## src/rtl/dec_scan_reg.sv

```systemverilog
// Registered binary-to-one-hot decoder with a direct mode and a scan mode.
// In scan mode an internal address sweeps up or down, dwelling HOLD enabled cycles per step.
module dec_scan_reg #(
  parameter int IN_W = 3,
  parameter int HOLD = 1
) (
  input  logic                   clk,
  input  logic                   rst_n,
  input  logic                   en,
  input  logic                   mode,
  input  logic                   dir,
  input  logic                   load,
  input  logic [IN_W-1:0]        in,
  output logic [(1<<IN_W)-1:0]   out,
  output logic [IN_W-1:0]        idx,
  output logic                   wrap
);

  localparam int OUT_W = 1 << IN_W;
  localparam int HC_W  = (HOLD > 1) ? $clog2(HOLD) : 1;
  localparam logic [HC_W-1:0] HC_LAST = HC_W'(HOLD - 1);

  logic [HC_W-1:0]  hcnt, hcnt_nxt;
  logic [IN_W-1:0]  idx_nxt;
  logic [IN_W-1:0]  sel;
  logic [OUT_W-1:0] out_nxt;
  logic             wrap_nxt;

  // Scan address and dwell counter; load beats a step, en=0 freezes everything.
  always_comb begin
    idx_nxt  = idx;
    hcnt_nxt = hcnt;
    wrap_nxt = 1'b0;
    if (mode) begin
      if (load) begin
        idx_nxt  = in;
        hcnt_nxt = '0;
      end else if (en) begin
        if (hcnt == HC_LAST) begin
          hcnt_nxt = '0;
          if (dir) begin
            idx_nxt  = idx - IN_W'(1);
            wrap_nxt = (idx == '0);
          end else begin
            idx_nxt  = idx + IN_W'(1);
            wrap_nxt = (idx == '1);
          end
        end else begin
          hcnt_nxt = hcnt + HC_W'(1);
        end
      end
    end
  end

  // Decode the value idx takes at this edge so out tracks idx with no extra lag.
  always_comb begin
    sel     = mode ? idx_nxt : in;
    out_nxt = en ? (OUT_W'(1) << sel) : '0;
  end

  always_ff @(posedge clk) begin
    if (!rst_n) begin
      out  <= '0;
      idx  <= '0;
      hcnt <= '0;
      wrap <= 1'b0;
    end else begin
      out  <= out_nxt;
      idx  <= idx_nxt;
      hcnt <= hcnt_nxt;
      wrap <= wrap_nxt;
    end
  end

endmodule

```

## config.mk

```make
export PLATFORM = sky130hd
export DESIGN_NAME = dec_scan_reg
export DESIGN_NICKNAME = d
export VERILOG_FILES = /design/src/rtl/dec_scan_reg.sv
export SDC_FILE = /design/constraint.sdc
export NUM_CORES = 1
export LEC_CHECK = 0
export ABC_AREA = 1
export BUFFER_PORTS_ARGS = -buffer_cell sky130_fd_sc_hd__buf_2
export CAP_MARGIN = 20
export CORE_UTILIZATION = 40
export CTS_CLUSTER_SIZE = 30
export DETAILED_ROUTE_END_ITERATION = 6
export PLACE_DENSITY = 0.68
export SETUP_SLACK_MARGIN = 0.15
export SLEW_MARGIN = 20
export SYNTH_ARGS = -nofsm -noshare
export SYNTH_HDL_FRONTEND = slang
export SYNTH_SLANG_ARGS = --single-unit
export TNS_END_PERCENT = 100
```

## constraint.sdc

```tcl
create_clock -name clk -period 3 [get_ports clk]
set_clock_uncertainty 0.05 [all_clocks]
set_input_delay 0.45 -clock clk [delete_from_list [all_inputs] [get_ports clk]]
set_output_delay 0.45 -clock clk [all_outputs]
set_load 0.02 [all_outputs]
```

==> reports/results.ini <==
[logic_synthesis]
synth_warnings=0
syn_inst=71
syn-mean-instance-area_um2=7.42
synth_seq_cells=12
synth_top_cell_area_share=0.456
ys.flop_type=dfxtp_1
synth_nets=81
netlist_area_um2=527
ys_types=17
synth_edf_count=0
ys_seq_area_frac=0.456
synth_top_area_cell=dfxtp_1
ys_async_sr_fraction=0
synth_area_leaders=dfxtp_1 (46%), nand2_1 (11%), inv_1 (7.8%)
synth.most_common_cell=nand2_1
synth_common_cells=nand2_1 (16), dfxtp_1 (12), inv_1 (11)

[finish]
syn_to_final_growth_pct=29.2
final_core_util=0.581
n_antenna_cell=0
drive_gt1_frac=0.305
fin_nets=106

[floorplanning]
die-width_um=38.3
die-area_um2=1470
initial_utilization=0.450
pin_count=21
core_area_um2=1170
die_y_um=38.3
rows=12

[grt]
grt.total_usage=0.191
grt_max_degree=8
grt_overflow=0
grt_pass1_vias=468
grt_pass1_wl_um=1830
antenna_found_initial=0

[placed_design]
place_congestion=0.831
detailedPlacementHpwl_um=832
port_buffers=20

[setup_path]
endpoint_kind=flop
crit_fanout=6
required_ns=3.12
r2r_cells=9
crit_type=reg -> reg
worstPathArrival_ns=1.90
critPathLaunchType=flop

[min_path]
hp-class=in -> reg
hold_depth=3

[sta]
finalHoldViolCount=0
final_max_slew_viol_count=0
setup_viol=0
fin_crit_ns=1.79
fin_crit_sh=0.595
final.setup.tns_ns=0
maxSlewHeadroom=0.795
rsz0062_at_grt=no
tightestPinTransition_ns=0.304
fmax_mhz=560

[clock_network]
h-tree-depth=1
cts_resized=0
numCtsBuffers=3
root_buffer=clkbuf_4
numClockSinks=12
clkLatencyLatePin_ns=0.27
postCtsSetupBuffers=0
clk_path_buf_depth=2
cts_hold_buf=0
cts_tree=built
path_clk_slew_ns=0.07

[drt]
dr.pass1.iters=4
ant_nets=0
drc=0
wl_per_cell_um=9.85
drt_wl_total_um=1070
vias=526
drtIter0Drc=8
avgViaCountPerCell=4.83

[power_and_ir_drop]
vdd_drop_max_v=0.000376
p_total_uw=353
power.density_nw_per_um2=518
leakagePower_uw=0.000362

[status]
status=complete, no violations

[run]
maxCapViolCount=0

-- through the flow --
stage	hold WS (ns)	cell area [um2]	instances	setup slack (ns)
floorplan	0.533	527	71	1.22
global placement	0.483	644	105	1.09
detailed placement	0.488	644	105	1.08
CTS	0.399	681	109	1.22
global route	0.419	681	109	1.09
finish	0.407	681	109	1.21
-- layer usage --
metal | track usage | vias up | part of all wire | routed length [um]
li1 | - | 273 | - | -
met1 | 0.228 | 236 | 0.49 | 525
met2 | 0.280 | 13 | 0.45 | 479
met3 | 0.0872 | 4 | 0.047 | 50
met4 | 0.107 | 0 | 0.018 | 19
met5 | 0 | - | 0 | 0
-- where the power goes --
group	total [uW]	switching, uW	internal, uW
clock	126	52.0	73.8
combinational	58.1	37.0	21.1
sequential	169	3.88	165
-- worst max-delay path: stages, from the launching register on --
cell     delay, ns
dfxtp_1       0.40
inv_1         0.10
fa_1          0.46
nand2_1       0.07
o21ai_0       0.09
or2_4         0.24
nand2_2       0.08
inv_1         0.06
nand2_1       0.08
nor2_1        0.05
-- placed cells by master (no fill, tap or decap) --
cell type and instances:
buf_2 20, nand2_1 16, dfxtp_1 12, inv_1 11, nor2_1 8, nand3_1 7, o21ai_0 3, clkbuf_4 3
inv_2 2, a31oi_1 2, a22oi_1 2, nor2_4 1, or2_4 1, or2_0 1, nand2_2 1, nand4_1 1
a21oi_1 1, nor4_1 1, fa_1 1, clkbuf_8 1
-- layout make-up --
cell class / instances / area [um2]
inverters: 13 / 48.8
multi-input cells: 46 / 238
fillers: 111 / 490
repair buffers: 20 / 100
well taps: 14 / 17.5
flip-flops and latches: 12 / 240
clock buffers: 4 / 36.3
-- kinds of logic after synthesis --
family,share of synthesized area
adder cells (fa/ha/maj),0.0380
buffers and inverters,0.0926
AO/OA/AOI/OAI,0.0902
AND/OR/NAND/NOR,0.323
flip-flops,0.456
-- path summary, 6_finish.rpt --
| path | slack, ns | startpoint | to |
|---|---|---|---|
| hold / removal | 0.41 | rst_n | wrap |
| setup reg to reg | 1.21 | idx[0] | out[1] |
| setup / recovery | 1.21 | idx[0] | out[1] |
| hold reg to reg | 0.50 | idx[0] | idx[0] |
-- state kept, by name, indices dropped and copies added (netlist names) --
signal	cells
idx	3
wrap	1
out	8
Note: power is estimated with default switching activity, not from simulation.
